File: src/rtl/idt_cfg_ctrl_if.sv
// idt_cfg_ctrl_if: SoC-side configuration bus of the IDT synthesizer controller.
// Latency: n/a (signal bundle only).
// Backpressure: none on the bus; a write while busy is dropped and flagged by cfg_ovf.
// Signals: cfg_wr/cfg_wdata (SoC -> ctrl), cfg_rdata/busy/done/cfg_ovf (ctrl -> SoC).
// master modport = SoC side, slave modport = controller side.
interface idt_cfg_ctrl_if;
  logic        cfg_wr;
  logic [23:0] cfg_wdata;
  logic [23:0] cfg_rdata;
  logic        busy;
  logic        done;
  logic        cfg_ovf;

  modport master (
    output cfg_wr, cfg_wdata,
    input  cfg_rdata, busy, done, cfg_ovf
  );

  modport slave (
    input  cfg_wr, cfg_wdata,
    output cfg_rdata, busy, done, cfg_ovf
  );
endinterface

File: src/rtl/idt_cfg_ctrl.sv
// idt_cfg_ctrl: shifts a 24-bit word {C,TTL,F,S,V,R} MSB-first to the IDT clock synthesizer, strobes it, waits for PLL settle.
// Latency: cfg_wr accepted in cycle 0 -> done pulse in cycle 1+48*CLK_DIV+STROBE_CYCLES+SETTLE_CYCLES.
// Backpressure: none; cfg_wr while busy is dropped and sets sticky cfg_ovf.
// Ports: clk; reset_ (async, active-low); cfg (slave modport: cfg_wr/cfg_wdata in,
//   cfg_rdata/busy/done/cfg_ovf out); idt_sclk/idt_data/idt_strobe serial pins. All outputs registered.
// Build option: define IDT_CFG_BOOT_EN to load BOOT_CFG and run a full sequence straight out of reset.
module idt_cfg_ctrl #(
  parameter int unsigned CLK_DIV       = 4,
  parameter int unsigned STROBE_CYCLES = 8,
  parameter int unsigned SETTLE_CYCLES = 1024,
  parameter logic [23:0] BOOT_CFG      = 24'h31149F
) (
  input  logic         clk,
  input  logic         reset_,
  idt_cfg_ctrl_if.slave cfg,
  output logic         idt_sclk,
  output logic         idt_data,
  output logic         idt_strobe
);

`ifdef IDT_CFG_BOOT_EN
  localparam bit BOOT_EN = 1'b1;
`else
  localparam bit BOOT_EN = 1'b0;
`endif

  // Divider counts 0..2*CLK_DIV-1 per bit: low half then high half of sclk.
  localparam int unsigned           DIV_W    = $clog2(2 * CLK_DIV);
  localparam logic [DIV_W-1:0]      DIV_LAST = DIV_W'(2 * CLK_DIV - 1);
  localparam logic [DIV_W-1:0]      DIV_HALF = DIV_W'(CLK_DIV);
  localparam logic [15:0]           STB_LAST = 16'(STROBE_CYCLES - 1);
  localparam logic [15:0]           SET_LAST = 16'(SETTLE_CYCLES - 1);

  typedef enum logic [1:0] {
    ST_IDLE   = 2'd0,
    ST_SHIFT  = 2'd1,
    ST_STROBE = 2'd2,
    ST_SETTLE = 2'd3
  } state_t;

  // With the boot option the reset state is mid-flight: first shift bit already on the pins.
  localparam state_t      RST_STATE = BOOT_EN ? ST_SHIFT : ST_IDLE;
  localparam logic [23:0] RST_WORD  = BOOT_EN ? BOOT_CFG : 24'h0;

  state_t           state_q, state_d;
  logic [DIV_W-1:0] div_q, div_d;
  logic [4:0]       bit_q, bit_d;
  logic [15:0]      cnt_q, cnt_d;
  logic [23:0]      shreg_q, shreg_d;
  logic [23:0]      rdata_q, rdata_d;
  logic             ovf_q, ovf_d;
  logic             busy_q, busy_d;
  logic             done_q, done_d;
  logic             sclk_q, sclk_d;
  logic             data_q, data_d;
  logic             strobe_q, strobe_d;

  always_ff @(posedge clk or negedge reset_) begin
    if (!reset_) begin
      state_q  <= RST_STATE;
      div_q    <= '0;
      bit_q    <= '0;
      cnt_q    <= '0;
      shreg_q  <= RST_WORD;
      rdata_q  <= RST_WORD;
      ovf_q    <= 1'b0;
      busy_q   <= BOOT_EN;
      done_q   <= 1'b0;
      sclk_q   <= 1'b0;
      data_q   <= RST_WORD[23];
      strobe_q <= 1'b0;
    end else begin
      state_q  <= state_d;
      div_q    <= div_d;
      bit_q    <= bit_d;
      cnt_q    <= cnt_d;
      shreg_q  <= shreg_d;
      rdata_q  <= rdata_d;
      ovf_q    <= ovf_d;
      busy_q   <= busy_d;
      done_q   <= done_d;
      sclk_q   <= sclk_d;
      data_q   <= data_d;
      strobe_q <= strobe_d;
    end
  end

  always_comb begin
    state_d = state_q;
    div_d   = div_q;
    bit_d   = bit_q;
    cnt_d   = cnt_q;
    shreg_d = shreg_q;
    rdata_d = rdata_q;
    ovf_d   = ovf_q;

    unique case (state_q)
      ST_IDLE: begin
        if (cfg.cfg_wr) begin
          state_d = ST_SHIFT;
          shreg_d = cfg.cfg_wdata;
          rdata_d = cfg.cfg_wdata;
          ovf_d   = 1'b0;
          div_d   = '0;
          bit_d   = '0;
          cnt_d   = '0;
        end
      end
      ST_SHIFT: begin
        // End of a bit's high phase = sclk falling edge: advance to the next bit.
        if (div_q == DIV_LAST) begin
          div_d   = '0;
          shreg_d = {shreg_q[22:0], 1'b0};
          if (bit_q == 5'd23) begin
            state_d = ST_STROBE;
            cnt_d   = '0;
          end else begin
            bit_d = bit_q + 5'd1;
          end
        end else begin
          div_d = div_q + DIV_W'(1);
        end
      end
      ST_STROBE: begin
        if (cnt_q == STB_LAST) begin
          state_d = ST_SETTLE;
          cnt_d   = '0;
        end else begin
          cnt_d = cnt_q + 16'd1;
        end
      end
      ST_SETTLE: begin
        if (cnt_q == SET_LAST) begin
          state_d = ST_IDLE;
          cnt_d   = '0;
        end else begin
          cnt_d = cnt_q + 16'd1;
        end
      end
      default: state_d = ST_IDLE;
    endcase

    if (state_q != ST_IDLE && cfg.cfg_wr) ovf_d = 1'b1;

    // Output flops are fed from next-state values so pins change with the state, not a cycle later.
    busy_d   = (state_d != ST_IDLE);
    done_d   = (state_q == ST_SETTLE) && (state_d == ST_IDLE);
    sclk_d   = (state_d == ST_SHIFT) && (div_d >= DIV_HALF);
    data_d   = (state_d == ST_SHIFT) && shreg_d[23];
    strobe_d = (state_d == ST_STROBE);
  end

  assign cfg.cfg_rdata = rdata_q;
  assign cfg.busy      = busy_q;
  assign cfg.done      = done_q;
  assign cfg.cfg_ovf   = ovf_q;
  assign idt_sclk      = sclk_q;
  assign idt_data      = data_q;
  assign idt_strobe    = strobe_q;

endmodule

File: src/flat_wrapper.sv
// flat-port wrapper written by rule: the top's interface ports become plain ports
module idt_cfg_ctrl_flat 
#(
  parameter int unsigned CLK_DIV       = 4,
  parameter int unsigned STROBE_CYCLES = 8,
  parameter int unsigned SETTLE_CYCLES = 1024,
  parameter logic [23:0] BOOT_CFG      = 24'h31149F
)
  (clk, reset_, idt_sclk, idt_data, idt_strobe, cfg_cfg_wr, cfg_cfg_wdata, cfg_cfg_rdata, cfg_busy, cfg_done, cfg_cfg_ovf);
  idt_cfg_ctrl_if cfg_i ();
  input  logic clk;
  input  logic reset_;
  output logic idt_sclk;
  output logic idt_data;
  output logic idt_strobe;
  input wire logic [$bits(cfg_i.cfg_wr)-1:0] cfg_cfg_wr;
  input wire logic [$bits(cfg_i.cfg_wdata)-1:0] cfg_cfg_wdata;
  output wire logic [$bits(cfg_i.cfg_rdata)-1:0] cfg_cfg_rdata;
  output wire logic [$bits(cfg_i.busy)-1:0] cfg_busy;
  output wire logic [$bits(cfg_i.done)-1:0] cfg_done;
  output wire logic [$bits(cfg_i.cfg_ovf)-1:0] cfg_cfg_ovf;
  assign cfg_i.cfg_wr = cfg_cfg_wr;
  assign cfg_i.cfg_wdata = cfg_cfg_wdata;
  assign cfg_cfg_rdata = cfg_i.cfg_rdata;
  assign cfg_busy = cfg_i.busy;
  assign cfg_done = cfg_i.done;
  assign cfg_cfg_ovf = cfg_i.cfg_ovf;
  idt_cfg_ctrl #(.CLK_DIV(CLK_DIV), .STROBE_CYCLES(STROBE_CYCLES), .SETTLE_CYCLES(SETTLE_CYCLES), .BOOT_CFG(BOOT_CFG)) u_core (.clk(clk), .reset_(reset_), .cfg(cfg_i), .idt_sclk(idt_sclk), .idt_data(idt_data), .idt_strobe(idt_strobe));
endmodule
File: config.mk
export PLATFORM = sky130hd
export DESIGN_NAME = idt_cfg_ctrl_flat
export DESIGN_NICKNAME = d
export VERILOG_FILES = /design/src/rtl/idt_cfg_ctrl_if.sv /design/src/rtl/idt_cfg_ctrl.sv /design/src/flat_wrapper.sv
export SDC_FILE = /design/constraint.sdc
export NUM_CORES = 1
export LEC_CHECK = 0
export ABC_AREA = 1
export ABC_CLOCK_PERIOD_IN_PS = 1600
export BUFFER_PORTS_ARGS = -buffer_cell sky130_fd_sc_hd__buf_2
export CORE_MARGIN = 3
export CORE_UTILIZATION = 30
export DETAILED_ROUTE_END_ITERATION = 6
export GPL_TIMING_DRIVEN = 0
export MAX_ROUTING_LAYER = met4
export PLACE_DENSITY_LB_ADDON = 0.12
export SLEW_MARGIN = 40
export SYNTH_ARGS = -nofsm -noshare
export SYNTH_HDL_FRONTEND = slang
export SYNTH_SLANG_ARGS = --single-unit
File: constraint.sdc
create_clock -name clk -period 1.6 [get_ports clk]
set_input_delay 0.16 -clock clk [delete_from_list [all_inputs] [get_ports clk]]
set_output_delay 0.16 -clock clk [all_outputs]
set_load 0.01 [all_outputs]
==> flow_summary.yaml, run 1 <==
clock_tree:
  clock_latency_ns: 0.33
  clock_sinks: 80
  htree_levels: 3
  path_clk_slew_ns: 0.07
  ctsRootBufferMaster: "clkbuf_16"
  tritoncts: "done"
  numCtsBuffers: 9
  cts_buffer_depth: 2
grt:
  first_global_vias: 2984
  antenna_found_initial: 1
  grt-ovfl-total: 0
  grt_first_pass_wirelength_um: 14800
  grt_max_degree: 49
  grtUsageTotal_pct: 14.2
sta:
  slew-limit-headroom_pct: 69.8
  setup_violations: 0
  worstMarginPinSlew_ns: 0.453
  rsz0062_at_grt: "no"
  fmax_mhz: 663
  skew_ns: 0.00606
  min_period_ns: 1.51
  hold_slack_ns: 0.0416
  hold_viol: 0
  post-route-period-util_pct: 94.3
  slew_viol_final: 0
drt:
  wl_um: 8910
  wire_per_inst_um: 13.1
  drcViolationCount: 0
  viasPerCell: 4.55
  drt_iter0_drc: 181
  num_vias: 3083
  postRouteAntennaNets: 0
  dr.pass1.iters: 4
worst_setup_path:
  cp_max_fo: 4
  crit_start: "u_core.cnt_q[1]$_DFFE_PN0P_"
  cp.required_ns: 1.86
  ff2ff_setup_slack_ns: 0.09
  start_kind: "flop"
  regToRegStartpoint: "u_core.cnt_q[1]$_DFFE_PN0P_"
  crit_type: "reg2reg"
  cp-end-kind: "flop"
  arrival_ns: 1.77
hold_path:
  hold_path_startpoint: "cfg_cfg_wdata[12]"
  hold_class: "in2reg"
pwr:
  power.density_mw_per_mm2: 924
  vdd_drop_max_mv: 0.513
  p_clk_share_pct: 52.1
  power_leakage_nw: 2.57
  power_frac_seq_pct: 46.0
  p_sw_share_pct: 21.4
  combinationalPowerShare_pct: 1.9
  intPower_mw: 3.45
  power_mw: 4.39
  p_sw_uw: 941
final_layout:
  drive_gt1_share_pct: 25.9
  instances_no_fill: 678
  nNetsFinal: 539
  area_growth_pct: 28.4
run:
  cap_viol_max_count: 0
outcome:
  status: "complete, no violations"
placed_design:
  dp.cells: 650
  gp_congestion: 0.800
  place_hpwl_um: 6220
  portBuffers: 56
synthesis:
  synthCells: 429
  ys_seq_area_share_pct: 54.1
  synth_area_mm2: 0.00370
  avgSynthCellArea_um2: 8.63
  synth_nets: 460
  ys_seq_elements: 80
  yosys_warnings: 0
  synth_cell_types: 33
die:
  fp.dieW_um: 117
  io_pins: 57
  initial_core_util_pct: 31.5
  coreArea_mm2: 0.0118
  row_count: 39
  dieArea_mm2: 0.0137
  die_h_um: 117
[per-layer routing]
metal | track usage (%) | part of all wire [%] | up-vias
met5 | - | 0 | -
met4 | 5.73 | 2.1 | 0
met3 | 2.67 | 4.1 | 15
met2 | 20.0 | 44 | 68
met1 | 20.0 | 49 | 1446
li1 | - | - | 1554
[synth_stat cells (all sizes together)]
cell type,count,share of area (%)
ha,4,1.4
dfrtp,80,54
nand2,131,14
o211ai,4,0.81
o21ai,26,3.5
a21oi,6,1.1
buf,9,1.2
o22ai,1,0.17
xor2,2,0.47
nand4,4,0.68
nor3,4,0.68
a22oi,1,0.20
a22o,1,0.24
nand3,22,3.2
nor2,43,5.0
o31ai,1,0.20
inv,61,6.2
o221ai,23,5.4
clkinv,1,0.14
clkbuf,2,0.20
nor3b,1,0.34
o21a,2,0.41
[what timing repair did]
| action | CTS | global route |
|---|---|---|
| endpoints found under the hold margin | 47 | 0 |
| setup buffers | 5 | 4 |
| gates cloned | 1 | 0 |
| pin swaps | 5 | 8 |
| resized for setup | 10 | 24 |
| hold buffers | 1 | 0 |
| endpoints found under the setup margin | 37 | 63 |
[layout by cell type, fill, tap and decap left out, drive strengths merged, types with 4 or more instances in the layout]
cell    instances
a21oi           6
buf            71
clkbuf         15
dfrtp          80
ha              4
inv            66
nand2         132
nand3          22
nand4           4
nor2           43
nor3            4
o211ai          4
o21ai          26
o221ai         23
[worst max-delay path, cell delays in order (launching register included)]
cell and delay (ns):
dfrtp_1 0.41, ha_4 0.17, nand2_4 0.07, nor2_4 0.13, nand2_4 0.09, clkinv_4 0.07
nand2_4 0.07, a21oi_4 0.22, nand3_2 0.11, nor2_1 0.10
[through the flow]
step	setup TNS (ns)	instance area [um2]	setup WS (ns)	utilization (%)
6_report	0	4760	0.0910	40.5
5_1_grt	0	4760	0.00118	40.5
4_1_cts	0	4630	0.00593	39.4
3_5_place_dp	-3.45	4220	-0.145	35.8
3_3_place_gp	-29.26	4190	-0.332	35.6
2_1_floorplan	0	3700	0.138	-
[state kept, by name, indices dropped and copies added (netlist names), named ones only]
name                  count
u_core.bit_q              5
u_core.cfg.cfg_ovf        1
u_core.cfg.cfg_rdata     24
u_core.state_q            2
u_core.cnt_q             16
u_core.shreg_q           24
u_core.idt_data           1
u_core.cfg.done           1
u_core.div_q              2
u_core.idt_strobe         1
u_core.idt_sclk           1
u_core.cfg.busy           1
[power by group through the flow]
stage / sequential [mW] / combinational, mW / clock, mW
after floorplan: 2.06 / 0.000666 / 0
after global placement: 2.06 / 0.0756 / 0
after detailed placement: 2.06 / 0.0844 / 0
after CTS: 2.02 / 0.0863 / 2.37
after global routing: 2.02 / 0.0956 / 2.45
final: 2.02 / 0.0815 / 2.29
[area by class of cell]
type	count	area (um2)
Antenna cell	1	2.50
Sequential cell	80	2000
Inverter	62	240
Fill cell	1222	7000
Tap cell	164	205
Clock inverter	7	106
Buffer	11	75.1
Timing Repair Buffer	67	384
Clock buffer	9	225
Multi-Input combinational cell	277	1520
[worst paths after layout]
path / to / depth (start not counted)
setup / recovery: u_core.idt_data$_DFF_PN0_ / 9
hold / removal: u_core.cfg.cfg_rdata[12]$_DFFE_PN0P_ / 3
setup reg to reg: u_core.idt_data$_DFF_PN0_ / 9
hold reg to reg: u_core.bit_q[4]$_DFFE_PN0P_ / 1
max in group asynchronous: u_core.cfg.cfg_rdata[0]$_DFFE_PN0P_ / 3
min in group asynchronous: u_core.cnt_q[13]$_DFFE_PN0P_ / 2
[cell families after synthesis]
family	count (synthesis)	share of synthesized area, %
compound gates	65	12.1
xor+xnor	2	0.473
fa+ha+maj	4	1.35
buf+inv	73	7.77
flops	80	54.1
simple gates	205	24.3
Note: power is estimated with default switching activity, not from simulation.
==> run 2: changes to the inputs <==
- ABC_AREA: 1 -> not set
- CORE_MARGIN: 3 -> not set
==> run 2 against run 1 <==
Against the previous run: the run now ends with negative setup slack left; clock power shrank 7%; register-to-register slack got worse by 0.29 ns; sequential share of layout area shrank 0.22 points; utilization rose by 1.4 points; worst hold slack improved by 0.026 ns.
==> flow_summary.yaml, run 2 <==
synthesis:
  synth.most_common_cell: "dfrtp_1"
  async_reset_ff_share_pct: 100
  synth_ff_type: "dfrtp_1"
  synthTopCellsByCount: "80 x dfrtp_1, 64 x nand2_1, 24 x mux2_2"
  synth_top_cell_area_share_pct: 56.4
  yosys-top-cells-area: "dfrtp_1 56%, mux2_2 7.6%, nand2_1 6.8%, a22oi_1 4.6%, o21ai_0 2.3%"
  synth_cell_types: 46
  synth_edf_count: 0
  synth_largest_area_cell: "dfrtp_1"
  synth_area_mm2: 0.00355
  ys_seq_area_share_pct: 56.4
  yosys_warnings: 0
  synthCells: 321
  synth_nets: 352
  avgSynthCellArea_um2: 11.1
  ys_seq_elements: 80
drt:
  drcViolationCount: 0
  wire_per_inst_um: 14.2
  dr.pass1.iters: 4
  viasPerCell: 4.88
  num_vias: 2724
  drt_iter0_drc: 115
  postRouteAntennaNets: 0
  wl_um: 7920
sta:
  slew_viol_final: 0
  setup_violations: 18
  slew-limit-headroom_pct: 53.4
  worstMarginPinSlew_ns: 0.692
  skew_ns: 0.00595
  hold_viol: 0
  post-route-period-util_pct: 113
  fmax_mhz: 555
  rsz0062_at_grt: "yes"
  hold_slack_ns: 0.0673
  fin_ws_ns: -0.201
  min_period_ns: 1.80
  fin_setup_tns_ns: -2.62
grt:
  grt_max_degree: 55
  grtUsageTotal_pct: 14.7
  grt-ovfl-total: 0
  antenna_found_initial: 0
  first_global_vias: 2774
  grt_first_pass_wirelength_um: 13900
worst_setup_path:
  start_kind: "flop"
  cp.required_ns: 1.83
  crit_type: "reg2reg"
  arrival_ns: 2.03
  cp_max_fo: 5
  cp-end-kind: "flop"
pwr:
  power_leakage_nw: 2.25
  vdd_drop_max_mv: 0.627
  power.density_mw_per_mm2: 1800
  power_mw: 8.65
clock_tree:
  clock_sinks: 80
  clock_latency_ns: 0.34
  numCtsBuffers: 9
  cts_buffer_depth: 2
  ctsRootBufferMaster: "clkbuf_16"
  path_clk_slew_ns: 0.06
  tritoncts: "done"
  htree_levels: 3
final_layout:
  fin_area_mm2: 0.00480
  area_growth_pct: 35.0
  mostFrequentLayoutCell: "dfrtp_1"
  seq_area_mm2: 0.00201
  fillCellCount: 1118
  final_cell_mix: "75 x dfrtp_1, 64 x nand2_1, 55 x buf_2"
  nNetsFinal: 444
  final_util_pct: 41.8
  multiInputGateArea_mm2: 0.00162
  drive_gt1_share_pct: 41.2
  n_antenna_cell: 0
die:
  fp.dieW_um: 111
  die_h_um: 111
  io_pins: 57
  dieArea_mm2: 0.0123
  initial_core_util_pct: 31.0
  row_count: 39
  coreArea_mm2: 0.0115
placed_design:
  place_hpwl_um: 5250
  gp_congestion: 0.787
  portBuffers: 56
  place_area_mm2: 0.00407
outcome:
  violations: "negative setup slack"
  status: "complete, but fails checks"
hold_path:
  hold_class: "in2reg"
run:
  cap_viol_max_count: 0
## run 2: repair_timing
| action | CTS | global route |
|---|---|---|
| cloned | 1 | 0 |
| pin swaps | 17 | 14 |
| endpoints found under the setup margin | 69 | 68 |
| hold buffers | 1 | 0 |
| gates resized for setup | 48 | 32 |
| hold endpoints to repair | 26 | 0 |
| buffers inserted | 17 | 10 |
## run 2: final cells by class
cell class,instances,area share (%)
Inverter,3,0.235
Tap cell,143,3.73
Multi-Input combinational cell,222,33.8
Clock buffer,9,4.69
Sequential cell,80,41.9
Clock inverter,4,1.51
Buffer,15,3.47
Timing Repair Buffer,82,10.7
## run 2: path summary, 6_finish.rpt
path | from | end | slack [ns] | cells after the start
max | u_core.cnt_q[11]$_DFFE_PN0P_ | u_core.cnt_q[12]$_DFFE_PN0P_ | -0.20 | 6
min | cfg_cfg_wdata[9] | u_core.shreg_q[9]$_DFFE_PN0P_ | 0.07 | 3
max reg2reg | u_core.cnt_q[11]$_DFFE_PN0P_ | u_core.cnt_q[12]$_DFFE_PN0P_ | -0.20 | 6
min reg2reg | u_core.shreg_q[9]$_DFFE_PN0P_ | u_core.shreg_q[9]$_DFFE_PN0P_ | 0.46 | 2
max in group asynchronous | reset_ | u_core.cnt_q[2]$_DFFE_PN0P_ | 0.76 | 3
min in group asynchronous | reset_ | u_core.cfg.cfg_rdata[3]$_DFFE_PN0P_ | 0.26 | 2
## run 2: where the power goes
group | total (mW) | switching [mW] | internal [mW]
Combinational | 3.18 | 1.52 | 1.66
Sequential | 3.35 | 0.508 | 2.84
Clock | 2.13 | 0.791 | 1.34
Total | 8.65 | 2.82 | 5.83
## run 2: cells by family after synthesis
kind of cell | after synthesis | share of synthesized area [%]
adders and majority gates | 4 | 1.41
xor gates and xnor gates | 11 | 2.71
and+or+nand+nor | 122 | 16.9
muxes | 25 | 7.89
buffers and inverters | 19 | 2.61
AOI/OAI and AO/OA | 60 | 12.1
DFF | 80 | 56.4
## run 2: metrics by stage
step                      setup WS, ns  cells
after floorplan                -0.0767    321
after global placement          -0.358    520
after detailed placement        -0.383    521
after CTS                       -0.180    552
after global routing            -0.304    558
final                           -0.201    558
## run 2: worst max-delay path, cell delays in order, from the launching register on
cell	delay, ns
dfrtp_2	0.44
nor4_4	0.34
nand4_1	0.20
a22oi_2	0.21
buf_6	0.15
and2b_2	0.21
o22a_1	0.15
## run 2: metal layers
| metal | up-vias | global-route usage, % | wire length (um) |
|---|---|---|---|
| li1 | 1323 | - | - |
| met1 | 1332 | 18.5 | 3730 |
| met2 | 57 | 22.4 | 3730 |
| met3 | 12 | 3.06 | 318 |
| met4 | 0 | 7.47 | 136 |
| met5 | - | - | 0 |
==> run 3: changes to the inputs <==
- PLACE_DENSITY_LB_ADDON: 0.12 -> not set
==> run 3 against run 2 <==
Against the previous run: the flow still finishes with violations (negative setup slack); clock skew is 0.00057 ns higher; clock-buffer cell count up 2; register-to-register slack better by 0.03 ns; sequential cell count is the same; via count is 1.3% higher; sequential power barely moved; die area unchanged; first-iteration DRC count rose by 100%; critical path depth is the same; critical endpoint unchanged; largest cell class unchanged.
==> flow_summary.yaml, run 3 (synthesis gave the netlist of run 2 again) <==
outcome:
  status: "complete, but fails checks"
  violations: "negative setup slack"
placed_design:
  gp_congestion: 0.805
  place_hpwl_um: 5350
  portBuffers: 56
drt:
  dr.pass1.iters: 5
  drt_iter0_drc: 232
  viasPerCell: 4.89
  num_vias: 2760
  wl_um: 8450
  drcViolationCount: 0
  postRouteAntennaNets: 0
  wire_per_inst_um: 15.0
final_layout:
  multiInputGateArea_mm2: 0.00160
  final_cell_mix: "76 x dfrtp_1, 64 x nand2_1, 56 x buf_2"
  nNetsFinal: 447
  drive_gt1_share_pct: 41.1
  mostFrequentLayoutCell: "dfrtp_1"
  seq_area_mm2: 0.00201
  area_growth_pct: 36.3
  n_antenna_cell: 0
  fillCellCount: 1074
worst_setup_path:
  crit_start: "u_core.cnt_q[15]$_DFFE_PN0P_"
  rr_worst_depth: 6
  setup.worst_path.end: "u_core.cnt_q[12]$_DFFE_PN0P_"
  ff2ff_setup_slack_ns: -0.17
  cp_max_fo: 6
  start_kind: "flop"
  cp-end-kind: "flop"
  cp.required_ns: 1.83
  arrival_ns: 2.00
  crit_type: "reg2reg"
  regToRegStartpoint: "u_core.cnt_q[15]$_DFFE_PN0P_"
  r2r_end: "u_core.cnt_q[12]$_DFFE_PN0P_"
sta:
  slew_viol_final: 0
  post-route-period-util_pct: 111
  hold_slack_ns: 0.0655
  setup_violations: 18
  worstMarginPinSlew_ns: 0.563
  fin_setup_tns_ns: -1.35
  fmax_mhz: 564
  rsz0062_at_grt: "yes"
  skew_ns: 0.00652
  min_period_ns: 1.77
  slew-limit-headroom_pct: 62.1
  fin_ws_ns: -0.173
  hold_viol: 0
grt:
  grt_first_pass_wirelength_um: 13900
  grt-ovfl-total: 0
  antenna_found_initial: 0
  first_global_vias: 2747
  grtUsageTotal_pct: 14.6
  grt_max_degree: 42
pwr:
  intPower_mw: 5.77
  power_frac_seq_pct: 38.5
  power_leakage_nw: 2.28
  p_clk_share_pct: 24.3
  p_sw_share_pct: 33.9
  combinationalPowerShare_pct: 37.1
  p_sw_mw: 2.95
  power.density_mw_per_mm2: 1800
  vdd_drop_max_mv: 1.01
  power_mw: 8.72
die:
  row_count: 39
  io_pins: 57
  fp.dieW_um: 111
  coreArea_mm2: 0.0115
  initial_core_util_pct: 31.0
  die_h_um: 111
  dieArea_mm2: 0.0123
run:
  cap_viol_max_count: 0
clock_tree:
  numCtsBuffers: 9
  htree_levels: 3
  path_clk_slew_ns: 0.07
  clock_sinks: 80
  cts_buffer_depth: 2
  ctsRootBufferMaster: "clkbuf_16"
  tritoncts: "done"
  clock_latency_ns: 0.34
hold_path:
  hold_class: "in2reg"
## run 3: cell count changes in the layout (fill, tap and decap cells not counted), sizes merged
cell | previous run | this run
bufinv | 2 | 1
inv | 3 | 5
clkbuf | 13 | 18
## run 3: how the worst min path moves through the flow
stage | startpoint | endpoint | cells past startpoint
after floorplan | reset_ | async pin | 0
after global placement | cfg_cfg_wdata[7] | u_core.cfg.cfg_rdata[7]$_DFFE_PN0P_ | 2
after detailed placement | reset_ | u_core.cnt_q[9]$_DFFE_PN0P_ | 1
after CTS | cfg_cfg_wdata[7] | u_core.cfg.cfg_rdata[7]$_DFFE_PN0P_ | 2
after global routing | cfg_cfg_wdata[11] | u_core.cfg.cfg_rdata[11]$_DFFE_PN0P_ | 2
final | cfg_cfg_wdata[7] | u_core.cfg.cfg_rdata[7]$_DFFE_PN0P_ | 2
## run 3: power groups by stage
stage / registers (mW) / clock network [mW] / logic (mW)
CTS: 3.34 / 2.16 / 3.07
global placement: 3.32 / 0 / 2.51
global route: 3.47 / 2.26 / 3.54
finish: 3.36 / 2.12 / 3.24
floorplan: 3.44 / 0 / 1.59
detailed placement: 3.36 / 0 / 2.60
## run 3: final cells by class
type | instances | share of cell area, %
plain buffers | 14 | 3.49
clock buffers | 11 | 5.01
clock inverters | 5 | 1.32
inverters | 3 | 0.233
multi-input cells | 222 | 33.1
flip-flops and latches | 80 | 41.5
well taps | 143 | 3.70
repair buffers | 86 | 11.7
## run 3: through the flow
stage          area (um2)  instances  util, %  worst slack [ns]
4_1_cts              4670        554     40.7            -0.157
3_3_place_gp         4030        520     35.2            -0.274
2_1_floorplan        3570        321        -           -0.0767
3_5_place_dp         4060        521     35.4            -0.275
5_1_grt              4840        564     42.2            -0.226
6_report             4840        564     42.2            -0.173
## run 3: timing repair
action,4_1_cts,5_1_grt
endpoints found under the hold margin,39,0
pin swaps,18,9
gates resized for setup,54,20
gates cloned,2,3
setup endpoints to repair,67,62
hold buffers,1,0
setup buffers,16,10
## run 3: layer usage
| metal | up-vias | global-route usage, % | part of all wire (%) | routed length, um |
|---|---|---|---|---|
| met5 | - | - | 0 | 0 |
| li1 | 1333 | - | - | - |
| met4 | 0 | 6.58 | 1.3 | 111 |
| met1 | 1378 | 18.5 | 47 | 3930 |
| met2 | 41 | 22.3 | 49 | 4170 |
| met3 | 8 | 3.06 | 2.8 | 239 |
## run 3: critical path, stage by stage (launching register included)
cell	delay, ns
dfrtp_1	0.45
and4bb_2	0.33
nand4_1	0.16
a22oi_2	0.21
buf_6	0.15
and2b_2	0.21
o22a_1	0.15
